### src/rtl/gray_code_counter.sv
// Gray-code sequence source: binary count with up/down, load and wrap flag,
// presented through a single registered valid/ready slot.
module gray_code_counter #(
    parameter int WIDTH = 3
) (
    input  logic             clk,
    input  logic             rst,
    input  logic             en,
    input  logic             up_dn,
    input  logic             load,
    input  logic [WIDTH-1:0] load_val,
    output logic [WIDTH-1:0] g_out,
    output logic             g_valid,
    input  logic             g_ready,
    output logic             wrap,
    output logic [WIDTH-1:0] count_bin
);

    localparam logic [WIDTH-1:0] CNT_MAX = {WIDTH{1'b1}};
    localparam logic [WIDTH-1:0] CNT_ONE = {{(WIDTH-1){1'b0}}, 1'b1};

    logic [WIDTH-1:0] count;
    logic             adv;
    logic             at_term;

    function automatic logic [WIDTH-1:0] to_gray(input logic [WIDTH-1:0] b);
        return b ^ (b >> 1);
    endfunction

    // The slot may be refilled when empty or when its code leaves this edge.
    assign adv       = !g_valid || g_ready;
    assign at_term   = up_dn ? (count == CNT_MAX) : (count == '0);
    assign count_bin = count;

    always_ff @(posedge clk) begin
        if (rst) begin
            count   <= '0;
            g_out   <= '0;
            g_valid <= 1'b0;
            wrap    <= 1'b0;
        end else if (adv) begin
            if (load) begin
                // Count takes the loaded value so the next en re-emits it.
                g_out   <= to_gray(load_val);
                g_valid <= 1'b1;
                count   <= load_val;
                wrap    <= 1'b0;
            end else if (en) begin
                g_out   <= to_gray(count);
                g_valid <= 1'b1;
                count   <= up_dn ? count + CNT_ONE : count - CNT_ONE;
                wrap    <= at_term;
            end else begin
                g_valid <= 1'b0;
                wrap    <= 1'b0;
            end
        end
    end

endmodule
### config.mk
export PLATFORM = sky130hd
export DESIGN_NAME = gray_code_counter
export DESIGN_NICKNAME = d
export VERILOG_FILES = /design/src/rtl/gray_code_counter.sv
export SDC_FILE = /design/constraint.sdc
export NUM_CORES = 1
export LEC_CHECK = 0
export BUFFER_PORTS_ARGS = -buffer_cell sky130_fd_sc_hd__buf_2
export CAP_MARGIN = 20
export CORE_AREA = 2 2 39 41
export DETAILED_ROUTE_END_ITERATION = 6
export DIE_AREA = 0 0 41 43
export MAX_ROUTING_LAYER = met4
export PLACE_DENSITY_LB_ADDON = 0.1
export SYNTH_ARGS = -nofsm -noshare
export SYNTH_HDL_FRONTEND = slang
export SYNTH_SLANG_ARGS = --single-unit
### constraint.sdc
create_clock -name clk -period 1.4 [get_ports clk]
set_clock_uncertainty 0.1 [all_clocks]
set_input_delay 0.07 -clock clk [delete_from_list [all_inputs] [get_ports clk]]
set_output_delay 0.07 -clock clk [all_outputs]
set_load 0.02 [all_outputs]
Word level (Yosys, flattened, before mapping)
Index checks and enable logic that the tools add are counted.
{"block": "word_totals", "register_bits": 8, "input_bits": 9, "out_inout_bits": 8}
{"block": "classes", "n_addsub": 2, "eq_ne": 1, "mux": 10, "n_bitwise": 2, "reduce_logical": 5}
{"operator": "$mux W3", "count": 5}
{"operator": "$xor A3 B2 Y3", "count": 2}
{"operator": "$mux W1", "count": 5}
{"operator": "$add A3 B1 Y3 const B", "count": 1}
{"operator": "$eq A3 B3 Y1 const B", "count": 1}
{"operator": "$logic_not A3 Y1", "count": 1}
{"operator": "$sub A3 B1 Y3 const B", "count": 1}
{"operator": "$reduce_and A2 Y1", "count": 1}
{"operator": "$reduce_bool A2 Y1", "count": 1}
{"operator": "$logic_not A1 Y1", "count": 1}
{"operator": "$logic_or A1 B1 Y1", "count": 1}

Longest topological paths before layout
Gate-level depths: netlist of the first run.
{"block": "depth", "depth_word": 4, "ltp_mapped": 5, "mapped_depth_nobuf": 5}

Worst setup path after synthesis of the first run
OpenSTA, ideal clock, no wires.
{"block": "synth_timing", "kind": "flip-flop to flip-flop", "from": "register count[0] (netlist: count_bin[0])", "to": "register g_out[0]", "setup_time_ns": 0.070, "arrival_time_ns": 1.380, "path_slack_ns": -0.150, "path_stages_with_launch": 6, "path_cell_list": "dfxtp_1 -> inv_1 -> ha_1 -> nor2_1 -> a2111o_1 -> a21oi_1"}
{"block": "synth_between", "elab_chain_len": 3}
{"item": "start, declared", "line_no": "22", "source": "logic [WIDTH-1:0] count;"}
{"item": "start signal, assigned", "line_no": "46", "source": "count <= load_val;"}
{"item": "start signal, assigned", "line_no": "51", "source": "count <= up_dn ? count + CNT_ONE : count - CNT_ONE;"}
{"item": "$xor A3 B2 Y3", "line_no": "27", "source": "return b ^ (b >> 1);"}
{"item": "$mux W3", "line_no": "48", "source": "end else if (en) begin"}
{"item": "$mux W3", "line_no": "42", "source": "if (load) begin"}
{"item": "end signal, assigned", "line_no": "44", "source": "g_out <= to_gray(load_val);"}
{"item": "end signal, assigned", "line_no": "49", "source": "g_out <= to_gray(count);"}
{"item": "end, declared", "line_no": "12", "source": "output logic [WIDTH-1:0] g_out,"}
Every way passes these cells. The select of a mux whose other input is x is not followed.
A chain may end at the register's enable or synchronous reset.

Worst setup path in the final report of the first run
{"block": "layout_timing", "from": "register count[0] (netlist: count_bin[0])", "to": "register count[1] (netlist: count_bin[1])"}
{"block": "layout_between", "elab_chain_len": 4, "elab_cells_between_ends": 5}
{"item": "$sub A3 B1 Y3 or $add A3 B1 Y3 (tied branches)", "line_no": "51"}
{"item": "$mux W3 (*)", "line_no": "51"}
{"item": "$mux W3 (*)", "line_no": "48"}
{"item": "$mux W3 (*)", "line_no": "42"}
Every way passes the cells marked *; elsewhere a longest branch is shown, timed or not. The select of a mux whose other input is x is not followed.

==> flow_summary_export.csv, run 1 <==
group,metric,value,unit
outcome,outcome,"finished, violations left",
outcome,failed_checks,"negative setup slack",
layout,multi_input_gate_area,314.1,um^2
placement,preCtsSetupSlack,-84.78,ps
layout,final_layout_size_suffix_gt1_frac,0.4024,
pwr,p_total,0.6639,mW
synth,ys_top_cells_by_count,"sky130_fd_sc_hd__dfxtp_1, sky130_fd_sc_hd__o21ai_0, sky130_fd_sc_hd__a21oi_1, sky130_fd_sc_hd__inv_1, sky130_fd_sc_hd__xor2_1",
layout,post_layout_nonfiller_instances,98,
placement,placement.io_buffers,16,
worst_setup_path,crit_path_max_incr_delay,500,ps
pwr,leak_pwr,0.3187,nW
detailed_routing,avgViaCountPerCell,5.235,
sta,worst_slew_margin_rel,0.7252,
placement,gpl.final_weighted_congestion,0.7502,
global_route,number_of_antenna_violations_at_the_first_check_in_global_routing,0,
worst_setup_path,rrSetupSlack,-120,ps
synth,ys_dominant_reg_cell,"sky130_fd_sc_hd__dfxtp_1",
sta,drv_slew,0,
die,design.portCount,17,
detailed_routing,detail_route.first_pass.iterations,4,
placement,dp_hpwl,855.3,um
synth,postSynthRegisterBits,8,
sta,timing.final.setup_violations,3,
pwr,power_density,959.5,mW/mm^2
die,horizontal_die_dimension,41,um
worst_setup_path,worst_path_max_delay_cell,"sky130_fd_sc_hd__fa_1",
sta,final_critical_path_setup_slack,-116.1,ps
clock_tree,clock_tree.htree_level_count,1,
sta,final.period_utilization,1.083,
clock_tree,cts-buffers-inserted,3,
clock_tree,cts.root.buffer_cell,"sky130_fd_sc_hd__clkbuf_4",
sta,finalHoldWorstSlack,22.03,ps
worst_setup_path,required,1510,ps
die,fp.coreArea,0.001384,mm^2
worst_setup_path,cp.arrival,1620,ps
sta,finalHoldViolCount,0,
sta,maxClockFrequency,659.6,MHz
detailed_routing,ant_nets,0,
clock_tree,clockBufferDepth,2,
sta,fin_crit,1516,ps
synth,synth_top_area_share,0.3168,
placement,place.detailed.instances,91,
layout,register_area,167.7,um^2
worst_setup_path,crit_type,"flip-flop to flip-flop",
layout,antenna-diode-count,0,
clock_tree,clk_latency,280,ps
sta,worstMarginPinSlew,411.7,ps
die,floorplan.die_area,0.001763,mm^2
worst_setup_path,crit_chain,"fa_1, mux2i_1, or3_1, a21oi_1",
die,start_util,0.3653,
layout,design.final.nets,95,
worst_setup_path,endpoint_kind_of_the_worst_setup_timing_path,"flip-flop",
layout,signed_area_change_from_the_synthesized_netlist_to_the_final_layout,36.88,%
synth,synth.net_count,70,
synth,synth_top_cells_by_area,"sky130_fd_sc_hd__dfxtp_1, sky130_fd_sc_hd__o21ai_0, sky130_fd_sc_hd__xor2_1",
worst_setup_path,startpoint_type,"flip-flop",
synth,syn_inst,58,
worst_setup_path,critPathMaxFanout,3,
layout,final.fill_count,147,
synth,syn_area,505.5,um^2
synth,post_synthesis_sequential_area_ratio,0.3168,
global_route,global_route.overflow_total,0,
synth,synthDominantAreaCellType,"sky130_fd_sc_hd__dfxtp_1",
detailed_routing,vias,513,
hold_path,min_path_type,"primary input to flip-flop",
synth,async_reset_ff_frac,0,
pwr,vdd_ir_drop_max,0.4419,mV
clock_tree,clk_transition_reported_paths,70,ps
global_route,grt_max_degree,12,
global_route,first_global_vias,477,
sta,rsz_0062_raised_after_global_routing,"yes",
flow_run,cap_violations,0,
synth,yosys.cell_count.top_type,"sky130_fd_sc_hd__dfxtp_1",
synth,unique_masters_post_synth,29,
die,rows,14,
synth,synth_edf_count,0,
synth,yosys_warnings,0,
detailed_routing,drc,0,
detailed_routing,detail_route.iter0.violations,11,
synth,synth.avg_cell_area,8.715,um^2
clock_tree,cts.sink_count,8,
global_route,global_route_wire_length_before_repair,2028,um
detailed_routing,drt-wirelength-per-cell,13.08,um
die,die_height,43,um
clock_tree,tritoncts,"built",
global_route,overall_routing_resource_usage,0.1856,
detailed_routing,detail_route.wirelength,1282,um
==> layout make-up <==
cell class	instances	share of cell area
tap	16	0.02893
multi-input combinational	41	0.4539
inverter	5	0.02712
clock buffer	4	0.03797
sequential	8	0.2423
timing repair buffer	24	0.2098
==> path summary, 6_finish.rpt <==
check                                   from      endpoint  cells after the start
worst max register to register  count_bin[0]  count_bin[1]                      4
worst min register to register          wrap          wrap                      2
worst max-delay path            count_bin[0]  count_bin[1]                      4
worst min-delay path                      en  count_bin[0]                      3
==> report_power, final <==
group	internal (mW)	switching (mW)	leakage [nW]
Sequential	0.247	0.0175	0.0673
Combinational	0.0879	0.101	0.236
Clock	0.110	0.101	0.0150
==> worst max-delay path: cells and delay by family, from the launching register on <==
family | cells | cell delay [ps]
mux | 1 | 60
simple gates | 1 | 310
fa+ha+maj | 1 | 500
flops | 1 | 350
compound gates | 1 | 130
==> registers in the layout, summed over array words and instances, names as in the netlist <==
register   flops
count_bin      3
g_out          3
g_valid        1
wrap           1
==> stage by stage <==
| stage | utilization | setup TNS, ps | cell area, um^2 |
|---|---|---|---|
| 6_report | 0.5000 | -258.5 | 691.9 |
| 5_1_grt | 0.5000 | -437.6 | 691.9 |
| 4_1_cts | 0.4792 | -197.7 | 663.1 |
| 3_5_place_dp | 0.4458 | -132.0 | 616.8 |
| 3_3_place_gp | 0.4458 | -111.7 | 616.8 |
| 2_1_floorplan | - | -131.4 | 510.5 |
==> kinds of logic after synthesis <==
| logic type | synth area share |
|---|---|
| compound gates | 0.2277 |
| xor+xnor | 0.06932 |
| fa+ha+maj | 0.08910 |
| buf+inv | 0.09899 |
| flops | 0.3168 |
| mux | 0.03961 |
| simple gates | 0.1584 |
==> cells in the final DEF, fill, tap and decap left out, types with 2 or more instances in the layout <==
master	count
sky130_fd_sc_hd__nor2b_1	2
sky130_fd_sc_hd__o21ai_0	6
sky130_fd_sc_hd__clkbuf_4	3
sky130_fd_sc_hd__nand2b_1	2
sky130_fd_sc_hd__dfxtp_4	2
sky130_fd_sc_hd__a21oi_1	5
sky130_fd_sc_hd__buf_2	16
sky130_fd_sc_hd__inv_1	4
sky130_fd_sc_hd__dfxtp_1	6
sky130_fd_sc_hd__buf_4	6
sky130_fd_sc_hd__xor2_1	3
sky130_fd_sc_hd__nand2_1	2
sky130_fd_sc_hd__dlygate4sd3_1	2
sky130_fd_sc_hd__or3_1	2
sky130_fd_sc_hd__mux2i_1	2
==> timing repair <==
action	in CTS	in global routing
endpoints found under the setup margin	3	4
hold buffers	2	0
setup buffers	0	1
endpoints found under the hold margin	6	0
pin swaps	1	4
resized for setup	0	6
==> per-layer routing <==
metal	vias to the layer above	global-route usage	wire length, um
li1	254	-	-
met1	236	0.2265	595
met2	21	0.2406	577
met3	2	0.09424	90
met4	0	0.1000	19
met5	-	-	0
(Power assumes the default switching activity.)
==> inputs of run 2 (changes only) <==
==> constraint.sdc (replaced) <==
create_clock -name clk -period 1.3 [get_ports clk]
set_clock_uncertainty 0.1 [all_clocks]
set_input_delay 0.065 -clock clk [delete_from_list [all_inputs] [get_ports clk]]
set_output_delay 0.065 -clock clk [all_outputs]
set_load 0.02 [all_outputs]
==> run 2 against run 1 <==
The run still ends with negative setup slack left. Maximum frequency is 2.1% higher. Non-clock buffer count is 3 higher. Count of clock-buffer cells in the layout unchanged. Via count shrank 0.39%. Critical path depth is the same. Cell count increased by 3.1%. Worst hold slack about the same. Routed wire length fell by 2.2%. Setup slack worse by 69 ps. Sequential power grew 7.5%. Utilization rose by 5.0 points. Sequential share of layout area decreased by 2.4 points.
==> flow_summary_export.csv, run 2 (synthesis gave the netlist of run 1 again) <==
group,metric,value,unit
outcome,outcome,"finished, violations left",
outcome,failed_checks,"negative setup slack",
sta,final.period_utilization,1.142,
worst_setup_path,rrSetupSlack,-180,ps
detailed_routing,drt-wirelength-per-cell,12.42,um
detailed_routing,ant_nets,0,
detailed_routing,drc,0,
detailed_routing,detail_route.wirelength,1254,um
global_route,grt_max_degree,12,
clock_tree,clockBufferDepth,2,
pwr,switching_share,0.3254,
global_route,global_route_wire_length_before_repair,2042,um
die,die_height,43,um
sta,final_critical_path_setup_slack,-184.6,ps
placement,dp_hpwl,903,um
detailed_routing,vias,511,
pwr,power_density,973.4,mW/mm^2
hold_path,min-delay-start,"en",
pwr,intPower,0.4996,mW
global_route,global_route.overflow_total,0,
die,design.portCount,17,
pwr,vdd_ir_drop_max,0.7137,mV
die,horizontal_die_dimension,41,um
die,floorplan.die_area,0.001763,mm^2
placement,placedInstanceArea,631.9,um^2
sta,worst_slew_margin_rel,0.7224,
detailed_routing,avgViaCountPerCell,5.059,
pwr,power.net_switching,0.2409,mW
global_route,overall_routing_resource_usage,0.1801,
sta,drv_slew,0,
die,start_util,0.3653,
clock_tree,cts.sink_count,8,
worst_setup_path,reg2reg_to,"count_bin[1]",
die,fp.coreArea,0.001384,mm^2
global_route,number_of_antenna_violations_at_the_first_check_in_global_routing,0,
worst_setup_path,cp.arrival,1580,ps
placement,preCtsSetupSlack,-180.1,ps
placement,placement.io_buffers,16,
layout,most_common_cell_after_layout_fill_and_taps_aside,"sky130_fd_sc_hd__buf_2",
sta,worstMarginPinSlew,416.0,ps
sta,timing.final.setup_violations,4,
worst_setup_path,worstReg2RegStart,"count_bin[0]",
worst_setup_path,crit_type,"flip-flop to flip-flop",
worst_setup_path,ff2ff_path_depth,4,
layout,antenna-diode-count,0,
clock_tree,cts.root.buffer_cell,"sky130_fd_sc_hd__clkbuf_4",
pwr,power_frac_clock,0.298,
clock_tree,clock_tree.htree_level_count,1,
worst_setup_path,endpoint_kind_of_the_worst_setup_timing_path,"flip-flop",
clock_tree,clk_latency,270,ps
placement,gpl.final_weighted_congestion,0.7330,
sta,finalHoldViolCount,0,
sta,maxClockFrequency,673.6,MHz
sta,rsz_0062_raised_after_global_routing,"yes",
clock_tree,clk_transition_reported_paths,70,ps
worst_setup_path,required,1400,ps
hold_path,hold_path_depth,3,
layout,mostFrequentLayoutCells,"sky130_fd_sc_hd__buf_2, sky130_fd_sc_hd__buf_4, sky130_fd_sc_hd__o21ai_0, sky130_fd_sc_hd__a21oi_1, sky130_fd_sc_hd__dfxtp_1",
sta,fin_crit,1485,ps
pwr,leak_pwr,0.3442,nW
hold_path,timing.hold.worst_endpoint,"count_bin[0]",
worst_setup_path,critPathMaxFanout,3,
layout,signed_area_change_from_the_synthesized_netlist_to_the_final_layout,50.50,%
hold_path,min_path_type,"primary input to flip-flop",
flow_run,cap_violations,0,
detailed_routing,detail_route.iter0.violations,14,
layout,design.final.nets,98,
worst_setup_path,startpoint_type,"flip-flop",
die,rows,14,
detailed_routing,detail_route.first_pass.iterations,4,
clock_tree,cts-buffers-inserted,3,
layout,finalCoreUtilization,0.5497,
clock_tree,tritoncts,"built",
pwr,seq_power_share,0.384,
layout,final_layout_size_suffix_gt1_frac,0.5176,
global_route,first_global_vias,478,
pwr,combinationalPowerShare,0.318,
layout,design_area,760.7,um^2
[run 2: cell types whose count changed in the layout (fill, tap and decap cells not counted), sizes merged]
cell / change
buf: +3
[run 2: repair_timing]
item,4_1_cts,5_1_grt
resized for setup,9,8
hold buffers,2,0
setup buffers,1,1
setup endpoints to repair,5,5
endpoints found under the hold margin,5,0
pin swaps,5,2
[run 2: worst max-delay path by stage]
stage / cells after the start / slack [ps] / startpoint / end
floorplan: 4 / -180 / count_bin[0] / count_bin[1]
global placement: 4 / -160 / count_bin[0] / count_bin[1]
detailed placement: 4 / -180 / count_bin[0] / count_bin[1]
CTS: 4 / -190 / count_bin[0] / count_bin[1]
global route: 4 / -220 / count_bin[0] / count_bin[1]
finish: 4 / -180 / count_bin[0] / count_bin[1]
[run 2: metal layers]
layer	track usage	vias to the layer above	share of wire
met4	0.06000	0	0.011
met5	-	-	0
met3	0.07853	2	0.057
met2	0.2500	16	0.46
li1	-	263	-
met1	0.2295	230	0.48
[run 2: layout make-up]
type,instances,area (um^2)
multi-input combinational,41,355.3
sequential,8,166.4
fill,138,623.1
tap,16,20.02
clock buffer,4,26.28
inverter,5,21.27
timing repair buffer,27,171.4
[run 2: power by group through the flow]
stage	clock (mW)	combinational [mW]	sequential [mW]
global placement	0	0.194	0.289
global route	0.250	0.258	0.288
CTS	0.228	0.216	0.284
detailed placement	0	0.194	0.289
floorplan	0	0.0974	0.316
finish	0.221	0.235	0.285
[run 2: critical path, cell delays in order (launching register included)]
cell and delay, ps:
sky130_fd_sc_hd__dfxtp_4 360, sky130_fd_sc_hd__fa_1 490, sky130_fd_sc_hd__mux2i_1 60, sky130_fd_sc_hd__or3_1 300, sky130_fd_sc_hd__a21oi_1 110
[run 2: stage by stage]
stage	power (mW)	instances	TNS (ps)	hold slack [ps]
global placement	0.4833	93	-460.1	257.1
detailed placement	0.4836	93	-531.5	257.6
finish	0.7405	101	-516.3	22.01
CTS	0.7284	100	-506.5	15.62
floorplan	0.4134	58	-431.4	126.8
global route	0.7957	101	-743.4	22.40
==> inputs of run 3 (changes only) <==
--- a/config.mk
+++ b/config.mk
@@ -15,3 +15,4 @@
 export SYNTH_ARGS = -nofsm -noshare
 export SYNTH_HDL_FRONTEND = slang
 export SYNTH_SLANG_ARGS = --single-unit
+export TNS_END_PERCENT = 1
==> run 3 against run 2 <==
The flow still finishes with violations (negative setup slack). Global-route usage decreased by 0.98 points. First-iteration DRC count decreased by 14%. Final area decreased by 11%. Clock power about the same. Sequential cell count unchanged. Utilization decreased by 6.1 points. Critical path depth unchanged. Total power decreased by 4.4%. Largest power group unchanged.
==> flow_summary_export.csv, run 3 (synthesis gave the netlist of run 1 again) <==
group,metric,value,unit
global_route,grt_max_degree,12,
die,design.portCount,17,
sta,final.period_utilization,1.164,
die,rows,14,
detailed_routing,detail_route.wirelength,1268,um
pwr,power.net_switching,0.2299,mW
placement,preCtsSetupSlack,-190.0,ps
layout,design.final.nets,95,
placement,gpl.final_weighted_congestion,0.7568,
worst_setup_path,cp.arrival,1620,ps
placement,dp_hpwl,900,um
sta,finalHoldViolCount,0,
worst_setup_path,endpoint_kind_of_the_worst_setup_timing_path,"flip-flop",
pwr,intPower,0.4779,mW
sta,setup_total_negative_slack,-507.3,ps
detailed_routing,avgViaCountPerCell,5.245,
clock_tree,cts.sink_count,8,
global_route,number_of_antenna_violations_at_the_first_check_in_global_routing,0,
placement,placement.io_buffers,16,
pwr,power_density,1046,mW/mm^2
pwr,switching_share,0.3248,
sta,maxClockFrequency,661.0,MHz
sta,rsz_0062_raised_after_global_routing,"yes",
detailed_routing,drc,0,
outcome,outcome,"finished, violations left",
global_route,overall_routing_resource_usage,0.1703,
die,fp.coreArea,0.001384,mm^2
worst_setup_path,crit_type,"flip-flop to flip-flop",
die,floorplan.die_area,0.001763,mm^2
detailed_routing,ant_nets,0,
clock_tree,clk_transition_reported_paths,70,ps
pwr,combinationalPowerShare,0.285,
layout,signed_area_change_from_the_synthesized_netlist_to_the_final_layout,33.91,%
pwr,p_total,0.7077,mW
clock_tree,cts.root.buffer_cell,"sky130_fd_sc_hd__clkbuf_4",
sta,worst_slew_margin_rel,0.7321,
pwr,seq_power_share,0.401,
die,die_height,43,um
global_route,global_route.overflow_total,0,
hold_path,min_path_type,"primary input to flip-flop",
sta,final_critical_path_setup_slack,-212.9,ps
clock_tree,clockBufferDepth,2,
worst_setup_path,required,1400,ps
detailed_routing,vias,514,
flow_run,cap_violations,0,
detailed_routing,detail_route.iter0.violations,12,
worst_setup_path,startpoint_type,"flip-flop",
detailed_routing,detail_route.first_pass.iterations,4,
layout,final.fill_count,139,
layout,mostFrequentLayoutCells,"sky130_fd_sc_hd__buf_2, sky130_fd_sc_hd__dfxtp_1, sky130_fd_sc_hd__buf_4",
global_route,global_route_wire_length_before_repair,1849,um
clock_tree,clock_tree.htree_level_count,1,
worst_setup_path,critPathMaxFanout,4,
pwr,leak_pwr,0.3198,nW
clock_tree,clk_latency,270,ps
global_route,first_global_vias,443,
pwr,vdd_ir_drop_max,0.6131,mV
layout,final_layout_size_suffix_gt1_frac,0.3537,
clock_tree,tritoncts,"built",
sta,fin_crit,1513,ps
detailed_routing,drt-wirelength-per-cell,12.94,um
outcome,failed_checks,"negative setup slack",
layout,most_common_cell_after_layout_fill_and_taps_aside,"sky130_fd_sc_hd__buf_2",
die,start_util,0.3653,
sta,drv_slew,0,
die,horizontal_die_dimension,41,um
sta,worstMarginPinSlew,401.4,ps
sta,timing.final.setup_violations,4,
pwr,power_frac_clock,0.314,
layout,antenna-diode-count,0,
clock_tree,cts-buffers-inserted,3,
==> run 3: changes by cell type in the layout (fill, tap and decap cells not counted), sizes merged <==
cell  delta
buf      -3
==> run 3: stage by stage <==
| step | hold slack, ps | cells | util | instance area (um^2) |
|---|---|---|---|---|
| detailed placement | 257.6 | 92 | 0.4512 | 624.3 |
| CTS | 5.905 | 98 | 0.4846 | 670.6 |
| floorplan | 126.8 | 58 | - | 510.5 |
| finish | 14.33 | 98 | 0.4892 | 676.9 |
| global placement | 255.8 | 92 | 0.4512 | 624.3 |
| global route | 15.78 | 98 | 0.4892 | 676.9 |
==> run 3: worst max-delay path, cell delays in order (launching register included) <==
cell                      delay (ps)
sky130_fd_sc_hd__dfxtp_4         360
sky130_fd_sc_hd__fa_1            500
sky130_fd_sc_hd__mux2i_1          60
sky130_fd_sc_hd__or3_1           310
sky130_fd_sc_hd__a21oi_1         120
==> run 3: final timing paths <==
| kind | depth (start not counted) | end | start | slack, ps |
|---|---|---|---|---|
| hold reg to reg | 2 | wrap | wrap | 350 |
| hold / removal | 3 | wrap | en | 10 |
| setup / recovery | 4 | count_bin[1] | count_bin[0] | -210 |
| setup reg to reg | 4 | count_bin[1] | count_bin[0] | -210 |
==> run 3: area by class of cell <==
class                           count  area, um^2  area share
Multi-Input combinational cell     41       301.5      0.4455
Sequential cell                     8       165.2      0.2440
Timing Repair Buffer               24       145.1      0.2144
Clock buffer                        4       26.28     0.03882
Tap cell                           16       20.02     0.02957
Inverter                            5       18.77     0.02773
==> run 3: routing by layer <==
metal,part of all wire,up-vias,GRT usage
li1,-,255,-
met1,0.48,235,0.2143
met2,0.42,22,0.2250
met3,0.088,2,0.09424
met4,0.010,0,0.06000
met5,0,-,-
==> run 3: timing repair <==
action,in CTS,in global routing
hold buffers,2,0
buffers inserted,0,0
setup endpoints to repair,5,5
hold endpoints to repair,6,0
pin swaps,4,0
resized for setup,1,1
==> run 3: power groups by stage <==
stage | Combinational, mW | Clock [mW] | Sequential [mW]
6_report | 0.202 | 0.223 | 0.284
5_1_grt | 0.221 | 0.248 | 0.287
4_1_cts | 0.200 | 0.235 | 0.283
3_5_place_dp | 0.194 | 0 | 0.289
3_3_place_gp | 0.193 | 0 | 0.288
2_1_floorplan | 0.0974 | 0 | 0.316
